--- src/rtl/divisor_ctrl.sv ---
// Programmable clock divider controller: tick enable plus divided square wave, with
// run-time ratio changes accepted over valid/ready and applied only at period boundaries.
`timescale 1ns/1ps

module divisor_ctrl #(
    parameter int unsigned WIDTH       = 16,
    parameter int unsigned DEFAULT_DIV = 27000
) (
    input  logic             clk,
    input  logic             rst_n,
    input  logic             en_i,
    input  logic [WIDTH-1:0] div_i,
    input  logic             div_valid_i,
    output logic             div_ready_o,
    output logic             tick_o,
    output logic             clk_div_o,
    output logic [WIDTH-1:0] div_cur_o,
    output logic             busy_o
);

    typedef enum logic [1:0] {
        StStop,
        StRun,
        StPend
    } state_e;

    localparam logic [WIDTH-1:0] DefDiv = WIDTH'(DEFAULT_DIV);
    localparam logic [WIDTH-1:0] MinDiv = WIDTH'(2);
    localparam logic [WIDTH-1:0] One    = WIDTH'(1);

    state_e           r_state;
    logic [WIDTH-1:0] r_cnt;
    logic [WIDTH-1:0] r_div_cur;
    logic [WIDTH-1:0] r_div_pend;
    logic             r_tick;
    logic             r_clk_div;
    logic             r_busy;
    logic             r_ready;

    state_e           w_state_nxt;
    logic [WIDTH-1:0] w_cnt_nxt;
    logic [WIDTH-1:0] w_cur_nxt;
    logic [WIDTH-1:0] w_pend_nxt;
    logic             w_accept;
    logic [WIDTH-1:0] w_div_clamped;
    logic             w_last;
    logic [WIDTH-1:0] w_cnt_inc;
    logic             w_tick_nxt;
    logic             w_clk_div_nxt;

    always_comb begin
        w_accept      = div_valid_i && (r_state != StPend);
        w_div_clamped = (div_i < MinDiv) ? MinDiv : div_i;
        w_last        = (r_cnt == (r_div_cur - One));
        w_cnt_inc     = w_last ? '0 : (r_cnt + One);

        w_state_nxt = r_state;
        w_cnt_nxt   = r_cnt;
        w_cur_nxt   = r_div_cur;
        w_pend_nxt  = r_div_pend;

        unique case (r_state)
            StStop: begin
                w_cnt_nxt = '0;
                if (w_accept) begin
                    w_cur_nxt = w_div_clamped;
                end
                if (en_i) begin
                    w_state_nxt = StRun;
                end
            end
            StRun: begin
                // Disable wins over everything; a ratio arriving alongside it goes live at once.
                if (!en_i) begin
                    w_state_nxt = StStop;
                    w_cnt_nxt   = '0;
                    if (w_accept) begin
                        w_cur_nxt = w_div_clamped;
                    end
                end else begin
                    w_cnt_nxt = w_cnt_inc;
                    if (w_accept) begin
                        w_pend_nxt  = w_div_clamped;
                        w_state_nxt = StPend;
                    end
                end
            end
            StPend: begin
                if (!en_i) begin
                    w_state_nxt = StStop;
                    w_cnt_nxt   = '0;
                    w_cur_nxt   = r_div_pend;
                end else if (w_last) begin
                    w_state_nxt = StRun;
                    w_cnt_nxt   = '0;
                    w_cur_nxt   = r_div_pend;
                end else begin
                    w_cnt_nxt = r_cnt + One;
                end
            end
            default: begin
                w_state_nxt = StStop;
                w_cnt_nxt   = '0;
            end
        endcase

        // Outputs are registered from next-state values so they line up with r_cnt/r_state.
        w_tick_nxt    = (w_state_nxt != StStop) && (w_cnt_nxt == (w_cur_nxt - One));
        w_clk_div_nxt = (w_state_nxt != StStop) && (w_cnt_nxt < (w_cur_nxt >> 1));
    end

    always_ff @(posedge clk) begin
        if (!rst_n) begin
            r_state    <= StStop;
            r_cnt      <= '0;
            r_div_cur  <= DefDiv;
            r_div_pend <= '0;
            r_tick     <= 1'b0;
            r_clk_div  <= 1'b0;
            r_busy     <= 1'b0;
            r_ready    <= 1'b1;
        end else begin
            r_state    <= w_state_nxt;
            r_cnt      <= w_cnt_nxt;
            r_div_cur  <= w_cur_nxt;
            r_div_pend <= w_pend_nxt;
            r_tick     <= w_tick_nxt;
            r_clk_div  <= w_clk_div_nxt;
            r_busy     <= (w_state_nxt != StStop);
            r_ready    <= (w_state_nxt != StPend);
        end
    end

    assign div_ready_o = r_ready;
    assign tick_o      = r_tick;
    assign clk_div_o   = r_clk_div;
    assign div_cur_o   = r_div_cur;
    assign busy_o      = r_busy;

endmodule

--- config.mk ---
export PLATFORM = sky130hd
export DESIGN_NAME = divisor_ctrl
export DESIGN_NICKNAME = d
export VERILOG_FILES = /design/src/rtl/divisor_ctrl.sv
export SDC_FILE = /design/constraint.sdc
export NUM_CORES = 1
export LEC_CHECK = 0
export BUFFER_PORTS_ARGS = -buffer_cell sky130_fd_sc_hd__buf_2
export CORE_ASPECT_RATIO = 0.5
export CORE_MARGIN = 3
export CORE_UTILIZATION = 61
export DETAILED_ROUTE_END_ITERATION = 10
export PLACE_DENSITY = 0.91
export SLEW_MARGIN = 0
export SYNTH_ARGS = -nofsm -noshare
export SYNTH_HDL_FRONTEND = slang
export SYNTH_SLANG_ARGS = --single-unit
--- constraint.sdc ---
create_clock -name clk -period 6.3 [get_ports clk]
set_input_delay 0.945 -clock clk [delete_from_list [all_inputs] [get_ports clk]]
set_output_delay 0.945 -clock clk [all_outputs]
set_load 0.01 [all_outputs]
==> results.md, run 1 <==
• **total track usage** 34.39%
• **clock period minus final worst setup slack** 5244 ps
• **warning count from the yosys run** 0
• **cell count after synthesis** 604
• **first-pass GRT wire length** 23.32 mm
• **critical path class** flop to flop
• **number of diodes** 0
• **post-route DRC violation count** 0
• **last weighted congestion value of the routability-driven placer** 1.014
• **Die Span X** 128.3 um
• **Primary FF master, synth** dfxtp_1
• **nature of the critical path startpoint** flop
• **Pre-antenna DRT Iters** 10
• **cts-stage hold buffer count** 0
• **setup repair after global routing missed its margin** false
• **half-perimeter wire length of the detailed placement result** 10.98 mm
• **number of antenna violations at the first check in global routing** 0
• **number of flops mapped to enable cells by yosys** 0
• **sequential area share after synthesis** 23.69%
• **total of fill cells in the finished design** 570
• **via count of the first global-routing pass** 4390
• **clock tree from TritonCTS** built
• **number of resized instances in the post-cts repair step** 0
• **Post CTS Setup Buffer Count** 0
• **post-route ant nets** 0
• **Net count, final** 660
• **maximum number of pins on one net before global-route repair** 40
• **final hold vios** 0
• **total detailed-routing wirelength** 14.72 mm
• **TritonCTS Sinks** 54
• **TritonCTS buffer count** 5
• **required time reported for the critical path endpoint** 6550 ps
• **num ports** 40
• **number of core rows** 21
• **IR drop worst, VDD** 0.1228 mV
• **insertion delay of the later-clocked pin in the worst-skew pair** 310 ps
• **final slew viol count** 0
• **maximum number of buffers from clock root to sink** 2
• **sum of negative setup slack** 0 ps
• **synthesized flop and latch total** 54
• **Reg clk slew, reported paths** 80 ps
• **Fin Clk Skew** 8.451 ps
• **Register Area** 1081 um2
• **maximum net fanout on the critical path** 31
• **final setup violation count** 0
• **PD cells** 206.6 nW/um2
• **root cell of the clock tree** clkbuf_16
• **mean cell area of the mapped netlist** 7.555 um2
• **per-cell via count in the routed design** 6.795
• **area growth from synthesis to layout** 7.294%
• **fraction of layout cells with a size suffix above 1** 11.77%
• **starting density of the core** 65.53%
• **average wire per standard cell** 20.68 um
• **number of nets in the synthesized netlist** 645
• **full die area** 8618 um2
• **# port buffers** 39
• **transition time of the tightest slew-check pin** 1237 ps
• **asr flop ratio synth** 0%
• **Synth Cell Area** 4563 um2
• **via count** 4838
• **htree depth** 2
• **class of the tightest hold or removal check** flop to flop
• **sum of overflow across all layers after global routing** 0
• **outcome** finished, final reports clean
• **share of the core filled with cells** 70.31%
• **area of the core** 6963 um2
• **drt first-iter violations** 610
• **number of maximum-capacitance constraint violations** 0
• **arrival time at the worst endpoint** 5490 ps
• **Worst Setup End Kind** flop
• **Fin Hold WS** 470.7 ps
• **final clock period utilization by the worst path** 83.23%
• **footprint of the multi-input gates** 3249 um2
• **static leakage power** 0.001886 uW
• **count of distinct cell types in the synthesized netlist** 74
• **y dimension of the die** 67.16 um
• **normalized max-slew margin** 17.42%
• **FMAX** 190.7 MHz
==> cell type report <==
type | instances | share of cell area, %
Multi-Input combinational cell | 493 | 66.37
Sequential cell | 54 | 22.08
Timing Repair Buffer | 43 | 4.600
Clock buffer | 6 | 2.632
Tap cell | 92 | 2.351
Inverter | 22 | 1.687
Clock inverter | 2 | 0.2811
==> critical path, cell delays in order (launching register included) <==
cell and delay [ps]:
dfxtp_1 390, inv_1 130, ha_1 250, or3b_2 490, or4_4 440, xnor2_2 180, o211a_1 280, nand4_1 470
nand3_1 310, buf_4 340, nor2_1 180, ha_1 330, a21o_1 180, a21o_1 160, a21oi_1 130, nor2b_1 50
o21ai_0 150, nand2b_1 70, a2111oi_0 420, o311a_1 220
==> stage by stage <==
stage          cell area, um2  total power [uW]  std cells  worst slack, ps
5_1_grt                  4896              1052        712            590.9
4_1_cts                  4896             993.9        712             1095
6_report                 4896              1012        712             1056
3_3_place_gp             4753             713.9        704             1336
2_1_floorplan            4563             627.4        604             1843
3_5_place_dp             4753             717.5        704             1121
==> registers in the layout, indices dropped and copies added, names as in the netlist <==
signal       flops
busy_o           1
clk_div_o        1
div_cur_o       16
div_ready_o      1
r_cnt           16
r_div_pend      16
r_state          2
tick_o           1
==> synth_stat cells, drive strengths merged (5+ instances only) <==
| cell | number | area, um2 |
|---|---|---|
| a21oi | 39 | 195.2 |
| nor2 | 44 | 165.2 |
| inv | 22 | 82.58 |
| ha | 21 | 262.8 |
| nand3 | 29 | 150.1 |
| and2 | 8 | 50.05 |
| a21o | 9 | 67.56 |
| a222oi | 6 | 60.06 |
| and4 | 7 | 61.31 |
| or3 | 6 | 37.54 |
| a2111oi | 5 | 50.04 |
| nor2b | 7 | 43.79 |
| nand2b | 7 | 43.79 |
| o21ai | 17 | 85.08 |
| nor4 | 14 | 93.84 |
| xor2 | 21 | 183.9 |
| and3 | 13 | 81.33 |
| clkbuf | 27 | 101.4 |
| dfxtp | 54 | 1081 |
| a31oi | 5 | 46.29 |
| nand2 | 78 | 292.8 |
| buf | 8 | 48.80 |
| xnor2 | 31 | 279.0 |
| nor3 | 33 | 176.4 |
| or4 | 5 | 48.79 |
| a211oi | 9 | 85.08 |
| nand4 | 14 | 93.84 |
==> routing by layer <==
layer	GRT usage [%]	routed length, um	vias to the layer above
met5	0	0	-
met4	7.937	229	0
met1	48.04	6309	2243
met2	51.55	6080	310
li1	-	-	2258
met3	11.30	2103	27
==> cell families after synthesis <==
family,after synthesis,synth area share [%]
multiplexers,3,0.6855
AO/OA/AOI/OAI,138,22.62
XOR/XNOR,52,10.15
adder cells (fa/ha/maj),21,5.758
AND/OR/NAND/NOR,279,32.00
buffers and inverters,57,5.100
flip-flops,54,23.69
==> layout by cell type, fill, tap and decap left out, types with 7 or more instances in the layout <==
master and count:
nand2_1 78, dfxtp_1 54, nor2_1 44, a21oi_1 39, buf_2 39, nor3_1 32, xnor2_1 30, nand3_1 28
inv_1 21, xor2_1 21, ha_1 21, o21ai_0 17, nor4_1 13, and3_1 13, nand4_1 13, a21o_1 9
and2_1 8, nor2b_1 7, nand2b_1 7, and4_1 7, a211oi_1 7
==> power by group <==
part           total [uW]  switching (uW)  internal, uW
registers             388            31.3           356
logic                 337             213           124
clock network         287             139           148
total                1010             383           629
==> worst paths after layout <==
kind / from / end / slack, ps / depth (start not counted)
max: div_cur_o[0]$_SDFF_PN0_ / clk_div_o$_SDFF_PN0_ / 1060 / 19
min: r_div_pend[4]$_SDFFE_PN0P_ / r_div_pend[4]$_SDFFE_PN0P_ / 470 / 2
max reg2reg: div_cur_o[0]$_SDFF_PN0_ / clk_div_o$_SDFF_PN0_ / 1060 / 19
min reg2reg: r_div_pend[4]$_SDFFE_PN0P_ / r_div_pend[4]$_SDFFE_PN0P_ / 470 / 2
No activity file was read; power rests on OpenSTA's default activity.
==> run 2, diff against run 1 <==
--- a/config.mk
+++ b/config.mk
@@ -8,9 +8,9 @@
 export BUFFER_PORTS_ARGS = -buffer_cell sky130_fd_sc_hd__buf_2
 export CORE_ASPECT_RATIO = 0.5
 export CORE_MARGIN = 3
-export CORE_UTILIZATION = 61
+export CORE_UTILIZATION = 55
 export DETAILED_ROUTE_END_ITERATION = 10
-export PLACE_DENSITY = 0.91
+export PLACE_DENSITY = 0.87
 export SLEW_MARGIN = 0
 export SYNTH_ARGS = -nofsm -noshare
 export SYNTH_HDL_FRONTEND = slang
==> constraint.sdc (replaced) <==
create_clock -name clk -period 4.2 [get_ports clk]
set_input_delay 0.63 -clock clk [delete_from_list [all_inputs] [get_ports clk]]
set_output_delay 0.63 -clock clk [all_outputs]
set_load 0.01 [all_outputs]
==> run 2 against run 1 <==
The flow now finishes with violations (negative setup slack). Core utilization grew 4.6 points. Die area grew 10%. Final area grew 18%. Setup slack lost 1200 ps. Wire length grew 22%. Clock power grew 76%. Power grew 74%. Sequential power grew 44%. Via count grew 17%. Maximum frequency grew 21%. Hold slack gained 0.50 ps. Critical path type unchanged. Largest power group is now combinational logic.
==> results.md, run 2 (synthesis results as in run 1) <==
• **half-perimeter wire length of the detailed placement result** 11.95 mm, +8.8%
• **Net count, final** 741, +12%
• **number of antenna violations at the first check in global routing** 0, unchanged
• **total of fill cells in the finished design** 520, -8.8%
• **post-route ant nets** 0, unchanged
• **min-delay src** r_div_pend[15]$_SDFFE_PN0P_
• **y dimension of the die** 70.41 um, +4.8%
• **Fin Hold WS** 471.2 ps, +0.5030 ps
• **starting density of the core** 59.42%, -6.1 points
• **total track usage** 32.52%, -1.9 points
• **PD cells** 306.6 nW/um2, +48%
• **outcome** finished with violations
• **Worst Setup End Kind** flop
• **class of the tightest hold or removal check** flop to flop
• **Internal Dissipation** 1123 uW, +79%
• **IR drop worst, VDD** 0.2087 mV, +70%
• **critical path class** flop to flop
• **Register Area** 1087 um2, +0.58%
• **setup repair after global routing missed its margin** true
• **transition time of the tightest slew-check pin** 1364 ps, +126.7 ps
• **full die area** 9492 um2, +10%
• **fraction of layout cells with a size suffix above 1** 25.96%, +14 points
• **FMAX** 229.8 MHz, +21%
• **static leakage power** 0.002320 uW, +23%
• **violations in the final reports** negative setup slack
• **clock network power share** 28.7%, +0.4 points
• **number of diodes** 0, unchanged
• **cts-stage hold buffer count** 0, unchanged
• **maximum number of pins on one net before global-route repair** 40, unchanged
• **clock period minus final worst setup slack** 4351 ps, -892.1 ps
• **via count of the first global-routing pass** 5007, +14%
• **post-route standard cell area excluding fillers** 5754 um2, +18%
• **via count** 5653, +17%
• **final worst setup slack** -151.4 ps, -1208 ps
• **most common cell after layout, fill and taps aside** buf_4
• **Flop pwr share** 31.8%, -6.5 points
• **number of maximum-capacitance constraint violations** 0, unchanged
• **footprint of the multi-input gates** 3420 um2, +5.2%
• **final clock period utilization by the worst path** 103.6%, +20 points
• **final slew viol count** 0, unchanged
• **startpoint of the worst setup timing path** div_cur_o[0]$_SDFF_PN0_
• **required time reported for the critical path endpoint** 4410 ps, -2140 ps
• **Pre-antenna DRT Iters** 7, -3
• **normalized max-slew margin** 8.965%, -8.5 points
• **Die Span X** 134.8 um, +5.1%
• **num ports** 40, unchanged
• **worst reg2reg startpoint** div_cur_o[0]$_SDFF_PN0_
• **number of core rows** 22, +4.8%
• **area growth from synthesis to layout** 26.10%
• **maximum net fanout on the critical path** 4, -87%
• **total placed instance area** 5349 um2, +13%
• **first-pass GRT wire length** 25.01 mm, +7.2%
• **sum of overflow across all layers after global routing** 0, unchanged
• **post-route DRC violation count** 0, unchanged
• **maximum number of buffers from clock root to sink** 2, unchanged
• **per-cell via count in the routed design** 6.988, +2.8%
• **Psw** 641.3 uW, +67%
• **proportion of power drawn by combinational gates** 39.6%, +6.3 points
• **average wire per standard cell** 22.14 um, +7.1%
• **TritonCTS buffer count** 5, unchanged
• **top library cells by usage in the layout, fill and taps aside** 83 x buf_4, 78 x nand2_1, 51 x dfxtp_1, 42 x nor2_1, 39 x buf_2
• **switching part of the total power** 36.35%, -1.5 points
• **TritonCTS Sinks** 54, unchanged
• **overall power consumption** 1764 uW, +74%
• **# port buffers** 39, unchanged
• **nature of the critical path startpoint** flop
• **root cell of the clock tree** clkbuf_16
• **arrival time at the worst endpoint** 4560 ps, -930 ps
• **final setup violation count** 2, +2
• **clock tree from TritonCTS** built
• **insertion delay of the later-clocked pin in the worst-skew pair** 310 ps, about the same
• **Reg clk slew, reported paths** 80 ps, about the same
• **htree depth** 2, unchanged
• **area of the core** 7680 um2, +10%
• **total detailed-routing wirelength** 17.91 mm, +22%
• **last weighted congestion value of the routability-driven placer** 0.9822, -3.2%
• **final hold vios** 0, unchanged
• **drt first-iter violations** 1101, +80%
• **Fin Clk Skew** 13.61 ps, +5.163 ps
run 2: cell types whose count changed in the layout (fill, tap and decap cells not counted), moves of 3 or more:
cell	before	now
buf_4	4	83
dfxtp_1	54	51
ha_1	21	18
ha_4	0	3
inv_1	21	18
run 2: worst max-delay path: stages, from the launching register on:
cell,delay (ps)
dfxtp_4,360
inv_4,70
ha_4,130
or3b_4,380
or4_4,510
xnor2_2,200
o211ai_2,150
a2111o_1,440
a211oi_4,350
nor3b_4,310
nand4_1,170
nor3_2,210
mux2_1,350
a211o_1,300
a2111oi_2,340
run 2: worst paths after layout:
kind                                      end  slack (ps)  depth (start not counted)
setup / recovery            tick_o$_SDFF_PN0_        -150                         14
hold / removal    r_div_pend[15]$_SDFFE_PN0P_         470                          2
hold reg to reg   r_div_pend[15]$_SDFFE_PN0P_         470                          2
setup reg to reg            tick_o$_SDFF_PN0_        -150                         14
run 2: cell type report:
| class | count | area share [%] |
|---|---|---|
| clock inverter | 2 | 0.6741 |
| inverter | 22 | 1.479 |
| timing repair buffer | 124 | 14.76 |
| sequential | 54 | 18.90 |
| clock buffer | 6 | 2.414 |
| tap | 108 | 2.348 |
| multi-input combinational | 493 | 59.43 |
run 2: metrics by stage:
stage | std cells | setup WS, ps | util (%) | setup TNS, ps
after floorplan | 604 | 13.06 | - | 0
after global placement | 792 | -41.04 | 69.65 | -74.42
after detailed placement | 792 | -130.0 | 69.65 | -217.1
after CTS | 800 | -73.46 | 72.06 | -73.46
after global routing | 809 | -349.7 | 74.93 | -405.0
final | 809 | -151.4 | 74.93 | -154.1
run 2: routing by layer:
layer	part of all wire (%)	global-route usage, %
met4	6.1	12.30
met5	0	0
met3	15	9.496
met2	42	48.81
met1	37	43.98
run 2: timing repair:
item                       4_1_cts  5_1_grt
buffers inserted                 0        9
pin swaps                        0       13
setup endpoints to repair        2        2
gates resized for setup          3       30
run 2: power groups by stage:
stage | clock [uW] | sequential, uW | combinational [uW]
floorplan | 0 | 575 | 377
global placement | 0 | 566 | 601
detailed placement | 0 | 567 | 614
CTS | 492 | 555 | 619
global route | 525 | 562 | 736
finish | 506 | 560 | 698
